`src/rtl/rtype_ctrl_pkg.sv`:
```
// Shared types and constants for the R-type control sequencer.
package rtype_ctrl_pkg;

    // Sequencer states; the encoding is visible on state_dbg.
    typedef enum logic [2:0] {
        IDLE = 3'd0,
        T0   = 3'd1,
        T1   = 3'd2,
        T2   = 3'd3,
        T3   = 3'd4,
        T4   = 3'd5,
        T5   = 3'd6,
        T6   = 3'd7
    } state_t;

    // Opcodes: ADD..XOR complete in one ALU cycle, MUL/DIV are multicycle.
    localparam int OP_ADD  = 3;
    localparam int OP_SUB  = 4;
    localparam int OP_SHR  = 5;
    localparam int OP_SHRA = 6;
    localparam int OP_SHL  = 7;
    localparam int OP_ROR  = 8;
    localparam int OP_ROL  = 9;
    localparam int OP_AND  = 10;
    localparam int OP_OR   = 11;
    localparam int OP_NEG  = 12;
    localparam int OP_NOT  = 13;
    localparam int OP_XOR  = 14;
    localparam int OP_MUL  = 15;
    localparam int OP_DIV  = 16;

    // IR layout: opcode at the top, then Ra, Rb, Rc packed downward.
    localparam int IR_OP_MSB = 31;

    function automatic logic op_is_single(input int op);
        return (op >= OP_ADD) && (op <= OP_XOR);
    endfunction

    function automatic logic op_is_muldiv(input int op);
        return (op == OP_MUL) || (op == OP_DIV);
    endfunction

    function automatic logic idx_out_of_range(input int idx, input int nregs);
        return idx >= nregs;
    endfunction

endpackage

```
`src/rtl/rtype_ctrl_seq_reg_sel_decode.sv`:
```
// Register index to one-hot select, with an out-of-range indication.
module reg_sel_decode #(
    parameter int NREGS = 16,
    parameter int IDX_W = 4
) (
    input  logic [IDX_W-1:0] idx,
    input  logic             en,
    output logic [NREGS-1:0] onehot,
    output logic             out_of_range
);

    // Range flag is independent of en so it can be used for decode checks.
    always_comb begin
        out_of_range = (32'(idx) >= NREGS);
        onehot       = '0;
        if (en && !out_of_range) begin
            onehot[idx] = 1'b1;
        end
    end

endmodule

```
`src/rtl/rtype_ctrl_seq.sv`:
```
// Fetch/execute sequencer for register-register ALU instructions.
module rtype_ctrl_seq
    import rtype_ctrl_pkg::*;
#(
    parameter int NREGS       = 16,
    parameter int REG_IDX_W   = 4,
    parameter int OP_W        = 5,
    parameter int ALU_TIMEOUT = 64
) (
    input  logic             Clock,
    input  logic             clear,
    input  logic             start,
    input  logic [31:0]      ir,
    input  logic             mem_ready,
    input  logic             alu_done,
    output logic             busy,
    output logic             done,
    output logic             illegal,
    output logic             PCout,
    output logic             MARin,
    output logic             IncPC,
    output logic             PCin,
    output logic             Read,
    output logic             MDRin,
    output logic             MDRout,
    output logic             IRin,
    output logic             Yin,
    output logic             Zin_low,
    output logic             Zin_high,
    output logic             Zlowout,
    output logic             Zhighout,
    output logic             HIin,
    output logic             LOin,
    output logic [NREGS-1:0] Rout,
    output logic [NREGS-1:0] Rin,
    output logic [OP_W-1:0]  operation,
    output logic [2:0]       state_dbg
);

    localparam int RA_MSB = IR_OP_MSB - OP_W;
    localparam int RB_MSB = RA_MSB - REG_IDX_W;
    localparam int RC_MSB = RB_MSB - REG_IDX_W;
    localparam int CNT_W  = $clog2(ALU_TIMEOUT + 1);
    localparam logic [CNT_W-1:0] CNT_LAST = CNT_W'(ALU_TIMEOUT - 1);

    state_t                 state;
    logic [CNT_W-1:0]       wait_cnt;
    logic [OP_W-1:0]        op_q;
    logic [REG_IDX_W-1:0]   ra_q;
    logic [REG_IDX_W-1:0]   rc_q;
    logic                   muldiv_q;

    logic [OP_W-1:0]        ir_op;
    logic [REG_IDX_W-1:0]   ir_ra;
    logic [REG_IDX_W-1:0]   ir_rb;
    logic [REG_IDX_W-1:0]   ir_rc;
    logic                   unused_ir_low;

    logic                   dec_muldiv;
    logic                   dec_illegal;
    logic                   alu_timeout;
    logic                   rout_oor;
    logic                   rin_oor;
    logic                   rout_en;
    logic                   rin_en;
    logic [REG_IDX_W-1:0]   rout_idx;
    logic [REG_IDX_W-1:0]   rin_idx;
    logic [NREGS-1:0]       rout_sel;
    logic [NREGS-1:0]       rin_sel;

    assign ir_op = ir[IR_OP_MSB -: OP_W];
    assign ir_ra = ir[RA_MSB -: REG_IDX_W];
    assign ir_rb = ir[RB_MSB -: REG_IDX_W];
    assign ir_rc = ir[RC_MSB -: REG_IDX_W];
    // Low IR bits hold immediates that R-type instructions never use.
    assign unused_ir_low = ^ir[RC_MSB-REG_IDX_W:0];

    // Rout selects Rb while decoding (T3) and Rc while executing (T4).
    assign rout_idx = (state == T3) ? ir_rb : rc_q;
    assign rout_en  = (state == T3) || (state == T4);
    // In T3 the Rin decoder is only used for its Ra range check.
    assign rin_idx  = (state == T3) ? ir_ra : ra_q;
    assign rin_en   = (state == T5) && !muldiv_q;

    reg_sel_decode #(
        .NREGS (NREGS),
        .IDX_W (REG_IDX_W)
    ) u_rout_dec (
        .idx          (rout_idx),
        .en           (rout_en),
        .onehot       (rout_sel),
        .out_of_range (rout_oor)
    );

    reg_sel_decode #(
        .NREGS (NREGS),
        .IDX_W (REG_IDX_W)
    ) u_rin_dec (
        .idx          (rin_idx),
        .en           (rin_en),
        .onehot       (rin_sel),
        .out_of_range (rin_oor)
    );

    // Instruction decode from the live IR; only meaningful in T3.
    always_comb begin
        dec_muldiv  = op_is_muldiv(32'(ir_op));
        dec_illegal = !(op_is_single(32'(ir_op)) || dec_muldiv)
                      || rout_oor || rin_oor
                      || idx_out_of_range(32'(ir_rc), NREGS);
        alu_timeout = muldiv_q && !alu_done && (wait_cnt == CNT_LAST);
    end

    // State register plus the instruction fields captured at decode.
    always_ff @(posedge Clock or negedge clear) begin
        if (!clear) begin
            state    <= IDLE;
            wait_cnt <= '0;
            op_q     <= '0;
            ra_q     <= '0;
            rc_q     <= '0;
            muldiv_q <= 1'b0;
        end else begin
            case (state)
                IDLE: if (start) state <= T0;
                T0:   state <= T1;
                T1:   if (mem_ready) state <= T2;
                T2:   state <= T3;
                T3: begin
                    op_q     <= ir_op;
                    ra_q     <= ir_ra;
                    rc_q     <= ir_rc;
                    muldiv_q <= dec_muldiv;
                    wait_cnt <= '0;
                    state    <= dec_illegal ? IDLE : T4;
                end
                T4: begin
                    if (!muldiv_q || alu_done) begin
                        state <= T5;
                    end else if (alu_timeout) begin
                        state <= IDLE;
                    end else begin
                        wait_cnt <= wait_cnt + 1'b1;
                    end
                end
                T5: begin
                    if (muldiv_q) begin
                        state <= T6;
                    end else begin
                        state <= start ? T0 : IDLE;
                    end
                end
                T6:      state <= start ? T0 : IDLE;
                default: state <= IDLE;
            endcase
        end
    end

    // Strobe decode of the current state (T1/T4 also qualify on handshakes).
    always_comb begin
        done      = 1'b0;
        illegal   = 1'b0;
        PCout     = 1'b0;
        MARin     = 1'b0;
        IncPC     = 1'b0;
        PCin      = 1'b0;
        Read      = 1'b0;
        MDRin     = 1'b0;
        MDRout    = 1'b0;
        IRin      = 1'b0;
        Yin       = 1'b0;
        Zin_low   = 1'b0;
        Zin_high  = 1'b0;
        Zlowout   = 1'b0;
        Zhighout  = 1'b0;
        HIin      = 1'b0;
        LOin      = 1'b0;
        operation = '0;
        case (state)
            T0: begin
                PCout   = 1'b1;
                MARin   = 1'b1;
                IncPC   = 1'b1;
                Zin_low = 1'b1;
            end
            T1: begin
                Read    = 1'b1;
                MDRin   = 1'b1;
                // PC is loaded only on the ready cycle so a stall cannot double-increment.
                PCin    = mem_ready;
                Zlowout = mem_ready;
            end
            T2: begin
                MDRout = 1'b1;
                IRin   = 1'b1;
            end
            T3: begin
                illegal = dec_illegal;
                Yin     = !dec_illegal;
            end
            T4: begin
                operation = op_q;
                if (!muldiv_q) begin
                    Zin_low = 1'b1;
                end else if (alu_done) begin
                    Zin_low  = 1'b1;
                    Zin_high = 1'b1;
                end else begin
                    illegal = alu_timeout;
                end
            end
            T5: begin
                Zlowout = 1'b1;
                LOin    = muldiv_q;
                done    = !muldiv_q;
            end
            T6: begin
                Zhighout = 1'b1;
                HIin     = 1'b1;
                done     = 1'b1;
            end
            default: ;
        endcase
    end

    assign busy      = (state != IDLE);
    assign Rout      = (state == T3 && dec_illegal) ? '0 : rout_sel;
    assign Rin       = rin_sel;
    assign state_dbg = state;

endmodule
```
`config.mk`:
```
export PLATFORM = sky130hd
export DESIGN_NAME = rtype_ctrl_seq
export DESIGN_NICKNAME = d
export VERILOG_FILES = /design/src/rtl/rtype_ctrl_pkg.sv /design/src/rtl/rtype_ctrl_seq_reg_sel_decode.sv /design/src/rtl/rtype_ctrl_seq.sv
export SDC_FILE = /design/constraint.sdc
export NUM_CORES = 1
export LEC_CHECK = 0
export ABC_AREA = 1
export BUFFER_PORTS_ARGS = -buffer_cell sky130_fd_sc_hd__buf_2
export CORE_MARGIN = 4
export CORE_UTILIZATION = 48
export DETAILED_ROUTE_END_ITERATION = 8
export PLACE_DENSITY_LB_ADDON = 0.08
export REMOVE_ABC_BUFFERS = 1
export SLEW_MARGIN = 0
export SYNTH_ARGS = -nofsm -noshare
export SYNTH_HDL_FRONTEND = slang
export SYNTH_SLANG_ARGS = --single-unit
```
`constraint.sdc`:
```
create_clock -name Clock -period 3.5 [get_ports Clock]
set_input_delay 0.35 -clock Clock [delete_from_list [all_inputs] [get_ports Clock]]
set_output_delay 0.35 -clock Clock [all_outputs]
set_load 0.005 [all_outputs]
```
After elaboration in Yosys (flattened, before gate mapping)
Index checks and enable logic that the tools add are counted.
W data, S select, Z words.
{"block": "totals", "register_bits": 24, "elab_cells": 85, "out_inout_bits": 58, "inputBits": 37}
{"block": "classes", "n_eq_ne": 15, "reduce_logical": 19, "n_lt_le_gt_ge": 6, "muxes": 38, "add_sub_neg": 1}
{"operator": "$mux W16", "n": 3}
{"operator": "$pmux W3 S8", "n": 1}
{"operator": "$mux W3", "n": 6}
{"operator": "$mux W1", "n": 16}
{"operator": "$mux W7", "n": 2}
{"operator": "$pmux W7 S2", "n": 1}
{"operator": "$eq A3 B3 Y1 const B", "n": 4}
{"operator": "$eq A5 B5 Y1 const B", "n": 2}
{"operator": "$lt A4 B5 Y1 const B", "n": 2}
{"operator": "$demux W1 S4", "n": 2}
{"operator": "$ge A4 B1 Y1 const B", "n": 2}
{"operator": "$mux W4", "n": 2}
{"operator": "$ne A2 B2 Y1 const B", "n": 4}
{"operator": "$pmux W1 S2", "n": 4}
{"operator": "$add A7 B1 Y7 const B", "n": 1}
{"operator": "$eq A7 B6 Y1 const B", "n": 1}
{"operator": "$logic_and A1 B1 Y1", "n": 7}
{"operator": "$eq A3 B2 Y1 const B", "n": 2}
{"operator": "$reduce_and A3 Y1", "n": 2}
{"operator": "$ge A5 B2 Y1 const B", "n": 1}
{"operator": "$le A5 B4 Y1 const B", "n": 1}
{"operator": "$mux W5", "n": 1}
{"operator": "$logic_or A1 B1 Y1", "n": 4}
{"operator": "$eq A3 B1 Y1 const B", "n": 1}
{"operator": "5 further kinds", "n": 7}

Longest topological paths before layout
{"block": "logic_depth", "ltp_word": 8, "mapped_depth": 9, "mapped_depth_nobuf": 9}

Modules after synthesis
From an unflattened synthesis, not the netlist that was laid out.
{"block": "hier_totals", "hier_cells": 268, "area_unflattened_um2": 1805.5}
{"mod": "rtype_ctrl_seq", "seq_area_each_um2": 600.6, "area_each_um2": 1546.5, "n_inst": 1, "cells_per_inst": 204}
{"mod": "reg_sel_decode (u_rout_dec)", "seq_area_each_um2": 0.0, "area_each_um2": 137.6, "n_inst": 1, "cells_per_inst": 34}
{"mod": "reg_sel_decode (u_rin_dec)", "seq_area_each_um2": 0.0, "area_each_um2": 121.4, "n_inst": 1, "cells_per_inst": 30}

Worst setup path before layout
No wires, ideal clock.
{"block": "synth_path", "path_kind": "register to output", "from": "register state[0] (netlist: state_dbg[0])", "to": "output port Rout[4]", "stages_incl_launch_ff": 9, "path_buffers": 1, "path_slack_ps": 1840, "t_arrival_ps": 1310, "required_time_ps": 3150, "cell_sequence": "dfrtp_1 nor2_2 nand2_2 buf_6 o21ai_2 inv_2 nor2_1 nand2_1 nor2_1"}
{"block": "synth_via", "elab_chain_cells": 8, "elab_cells_between_ends": 12, "cone_classes": "order compare (2); eq/ne (2); mux (5); reduce/logical (3)"}
{"element": "from (decl)", "line": "rtype_ctrl_seq.sv:46", "rtl": "state_t state;"}
{"element": "from (signal assigned)", "line": "rtype_ctrl_seq.sv:135", "rtl": "state <= dec_illegal ? IDLE : T4;"}
{"element": "from (signal assigned)", "line": "rtype_ctrl_seq.sv:150", "rtl": "state <= start ? T0 : IDLE;"}
{"element": "from (signal assigned)", "line": "rtype_ctrl_seq.sv:153", "rtl": "T6: state <= start ? T0 : IDLE;"}
{"element": "$eq A3 B3 Y1", "line": "rtype_ctrl_seq.sv:79, rtype_ctrl_seq.sv:80, rtype_ctrl_seq.sv:227"}
{"element": "$mux W4", "line": "rtype_ctrl_seq.sv:79", "rtl": "assign rout_idx = (state == T3) ? ir_rb : rc_q;"}
{"element": "$lt A4 B5 Y1 (not written as such) or $ge A4 B1 Y1 (tied branches)", "line": "rtype_ctrl_seq_reg_sel_decode.sv:17", "rtl": "onehot[idx] = 1'b1;"}
{"element": "$logic_and A1 B1 Y1 (not written as such)", "line": "rtype_ctrl_seq_reg_sel_decode.sv:17"}
{"element": "$mux W1 (not written as such)", "line": "rtype_ctrl_seq_reg_sel_decode.sv:17"}
{"element": "$demux W1 S4"}
{"element": "$mux W16", "line": "rtype_ctrl_seq_reg_sel_decode.sv:16", "rtl": "if (en && !out_of_range) begin"}
{"element": "$mux W16 *", "line": "rtype_ctrl_seq.sv:227", "rtl": "assign Rout = (state == T3 && dec_illegal) ? '0 : rout_sel;"}
{"element": "to (decl)", "line": "rtype_ctrl_seq.sv:34", "rtl": "output logic [NREGS-1:0] Rout,"}
Mark *: on every way between the ends. The rest lies on a longest branch, timed or not.

Final worst setup path
{"block": "layout_path", "from": "register state[0] (netlist: state_dbg[0])", "to": "output port Rin[11]"}
{"block": "layout_via", "elab_chain_cells": 7, "elab_cells_between_ends": 10, "cone_classes": "order compare (2); eq/ne (2); mux (4); reduce/logical (2)"}
{"element": "$eq A3 B3 Y1 *", "line": "rtype_ctrl_seq.sv:82", "rtl": "assign rin_idx = (state == T3) ? ir_ra : ra_q;"}
{"element": "$mux W4 *"}
{"element": "named net rin_idx[3]", "line": "rtype_ctrl_seq.sv:67", "rtl": "logic [REG_IDX_W-1:0] rin_idx;"}
{"element": "$lt A4 B5 Y1 (not written as such) or $ge A4 B1 Y1 (tied branches)", "line": "rtype_ctrl_seq_reg_sel_decode.sv:17"}
{"element": "$logic_and A1 B1 Y1 (not written as such)", "line": "rtype_ctrl_seq_reg_sel_decode.sv:17"}
{"element": "$mux W1 (not written as such)", "line": "rtype_ctrl_seq_reg_sel_decode.sv:17"}
{"element": "$demux W1 S4 *"}
{"element": "$mux W16 *", "line": "rtype_ctrl_seq_reg_sel_decode.sv:16"}
{"element": "to (decl)", "line": "rtype_ctrl_seq.sv:35", "rtl": "output logic [NREGS-1:0] Rin,"}
The timed path passes the listed nets; every way through them passes the cells marked *.

==> flow_summary.yaml <==
run_status:
  outcome: "complete, but fails checks"
  violations: "negative hold slack"
yosys:
  synth_area_mm2: 0.001713
  synthDistinctLibCells: 27
  synth_seq_cells: 24
  syn-instance-count: 259
  syn_area_per_cell_um2: 6.613
  synth_warnings: 0
  seq_area_frac_synth_pct: 35.06
critical_path:
  critPathKind: "flop to output port"
  start_kind: "flop"
  worst_path_most_repeated_cell: "nand2_2"
  cp.arrival_ns: 2.15
  crit_path_end_kind: "output port"
  worst_path_largest_cell_delay_ns: 0.50
  crit_path_max_fanout: 20
  cp_cell_sequence: "nor2_2 -> nand2_2 -> inv_4 -> nand2_2 -> nand2_2 -> nand3_1 -> nor2_1 -> buf_2"
  slowest_stage: "dfrtp_1"
  worstPathRequired_ns: 3.15
timing:
  fmax_mhz: 400.2
  holdWs_ns: -0.01403
  finalClockSkew_ns: 0.007349
  min_period_ns: 2.499
  slew_violations: 0
  tightest_slew_ns: 0.5221
  finalHoldViolCount: 13
  period_share_pct: 71.40
  tns_ns: 0
  rsz0062_at_grt: "false"
  setup_viol: 0
  slew_headroom_pct: 65.20
drt:
  drc_errors: 0
  routed_wl_um: 3970
  wl_met2_um: 1838
  wl_met1_um: 1814
  vias: 1767
  wl_per_cell_um: 10.47
  ant_nets: 0
  highest_layer: "met4"
  dr.pass1.iters: 4
  wl_met3_um: 299
  dr.first_iter.drc_count: 53
  viasPerCell: 4.662
cts:
  post_cts_buffers: 0
  cts_tree: "yes"
  ctsHtreeMaxLevel: 1
  clock_sinks: 24
  path_clk_slew_ns: 0.13
  cts.repair.resized: 0
  root_buffer: "clkbuf_4"
  cts_buffers: 3
  hold_buffers: 0
  insertion_delay_ns: 0.32
  clk_path_buf_depth: 2
floorplan:
  rows: 21
  die_area_mm2: 0.004588
  core_area_mm2: 0.003390
  die_h_um: 67.74
  die_w_um: 67.74
  start_util_pct: 50.54
  ioPinCount: 95
global_route:
  grt_pass1_vias: 1544
  grt_pass1_wl_um: 6582
  antenna_found_initial: 0
  grt_overflow: 0
  track_usage_pct: 18.38
  grt_max_degree: 25
finish:
  area_delta_synth_final_pct: 23.96
  fillers: 331
  finalInstanceArea_mm2: 0.002123
  seq_area_um2: 600.6
  n_antenna_cell: 0
  fin_nets: 372
  drive_gt1_share_pct: 34.83
  multi_input_area_um2: 892.1
placement:
  place_area_mm2: 0.002087
  io_buffers: 79
  post-dp-hpwl_um: 3193
  routabilityCongestion: 0.8024
flow_run:
  drv_cap: 0
pwr:
  ir_drop_mv: 0.3836
  powerDensity_mw_per_mm2: 642.2
  p_leak_nw: 1.279
  power.total_mw: 1.364
min_path:
  hold_path_class: "input pin to asynchronous set/reset pin"
layout by cell type, fill, tap and decap left out, types with 3 or more instances in the layout:
cell type   n
a21oi_1     5
buf_2      79
clkbuf_4    3
dfrtp_1    24
inv_1      28
inv_2       7
nand2_1    69
nand2_2     9
nand3_1    19
nand3_2     3
nor2_1     56
o21ai_0     7
o21ai_2     7
xor2_1      3
report_power, final:
group          switching (mW)  total [mW]  internal [mW]
logic                   0.495       0.754          0.259
clock network          0.0794       0.143         0.0636
registers              0.0809       0.466          0.385
worst paths after layout:
path | from | endpoint | slack [ns] | cells after the start
setup / recovery | state_dbg[0]$_DFFE_PN0P_ | Rin[11] | 1.00 | 8
hold / removal | clear | op_q[1]$_DFFE_PN0P_ | -0.01 | 1
setup reg to reg | state_dbg[2]$_DFFE_PN0P_ | wait_cnt[2]$_DFFE_PN0P_ | 1.80 | 9
hold reg to reg | rc_q[3]$_DFFE_PN0P_ | rc_q[3]$_DFFE_PN0P_ | 0.51 | 2
max in group asynchronous | clear | wait_cnt[1]$_DFFE_PN0P_ | 3.16 | 1
min in group Clock | ir[16] | rc_q[1]$_DFFE_PN0P_ | 0.21 | 3
cells by family (layout without fill, tap and decap cells):
group | count (synthesis) | count (layout) | synth area share [%]
and+or+nand+nor | 164 | 164 | 41.86
AOI/OAI and AO/OA | 21 | 21 | 7.962
DFF | 24 | 24 | 35.06
adders and majority gates | 1 | 1 | 0.7303
buffers and inverters | 46 | 120 | 12.86
xor gates and xnor gates | 3 | 3 | 1.534
synthesized netlist by cell type (all sizes together):
cell type	number	area, um2
nand2	79	326.6
nor2	59	239.0
inv	36	137.6
dfrtp	24	600.6
nand3	22	125.1
o21ai	14	96.34
buf	9	78.83
a21oi	5	25.02
nor3	3	20.02
xor2	3	26.28
a211oi	1	7.510
clkinv	1	3.750
ha	1	12.51
o31ai	1	7.510
or2	1	6.260
metal layers:
layer  vias up  track usage (%)
met5         -                0
met4         0            3.038
met3         2            3.993
met2        57            30.98
met1       771            24.31
li1        937                -
area by class of cell:
cell class	count	share of cell area, %
inverters	37	6.659
multi-input cells	189	42.02
well taps	46	2.711
clock buffers	4	1.709
flip-flops and latches	24	28.29
repair buffers	79	18.62
flip-flops by register name (all words and copies together), names as in the netlist:
signal / count
wait_cnt: 7
op_q: 5
ra_q: 4
rc_q: 4
state_dbg: 3
muldiv_q: 1
critical path: cells and delay by family, from the launching register on:
family | cells | cell delay (ns)
buf+inv | 2 | 0.41
flops | 1 | 0.50
simple gates | 6 | 0.94
through the flow:
stage                     util [%]  setup WS [ns]  std cells
final                        62.64          1.001        379
after floorplan                  -          1.674        250
after global routing         62.64         0.7536        379
after global placement       61.57          1.363        375
after detailed placement     61.57          1.339        375
after CTS                    62.64         0.9792        379
Power figures use the tool's default switching activity.
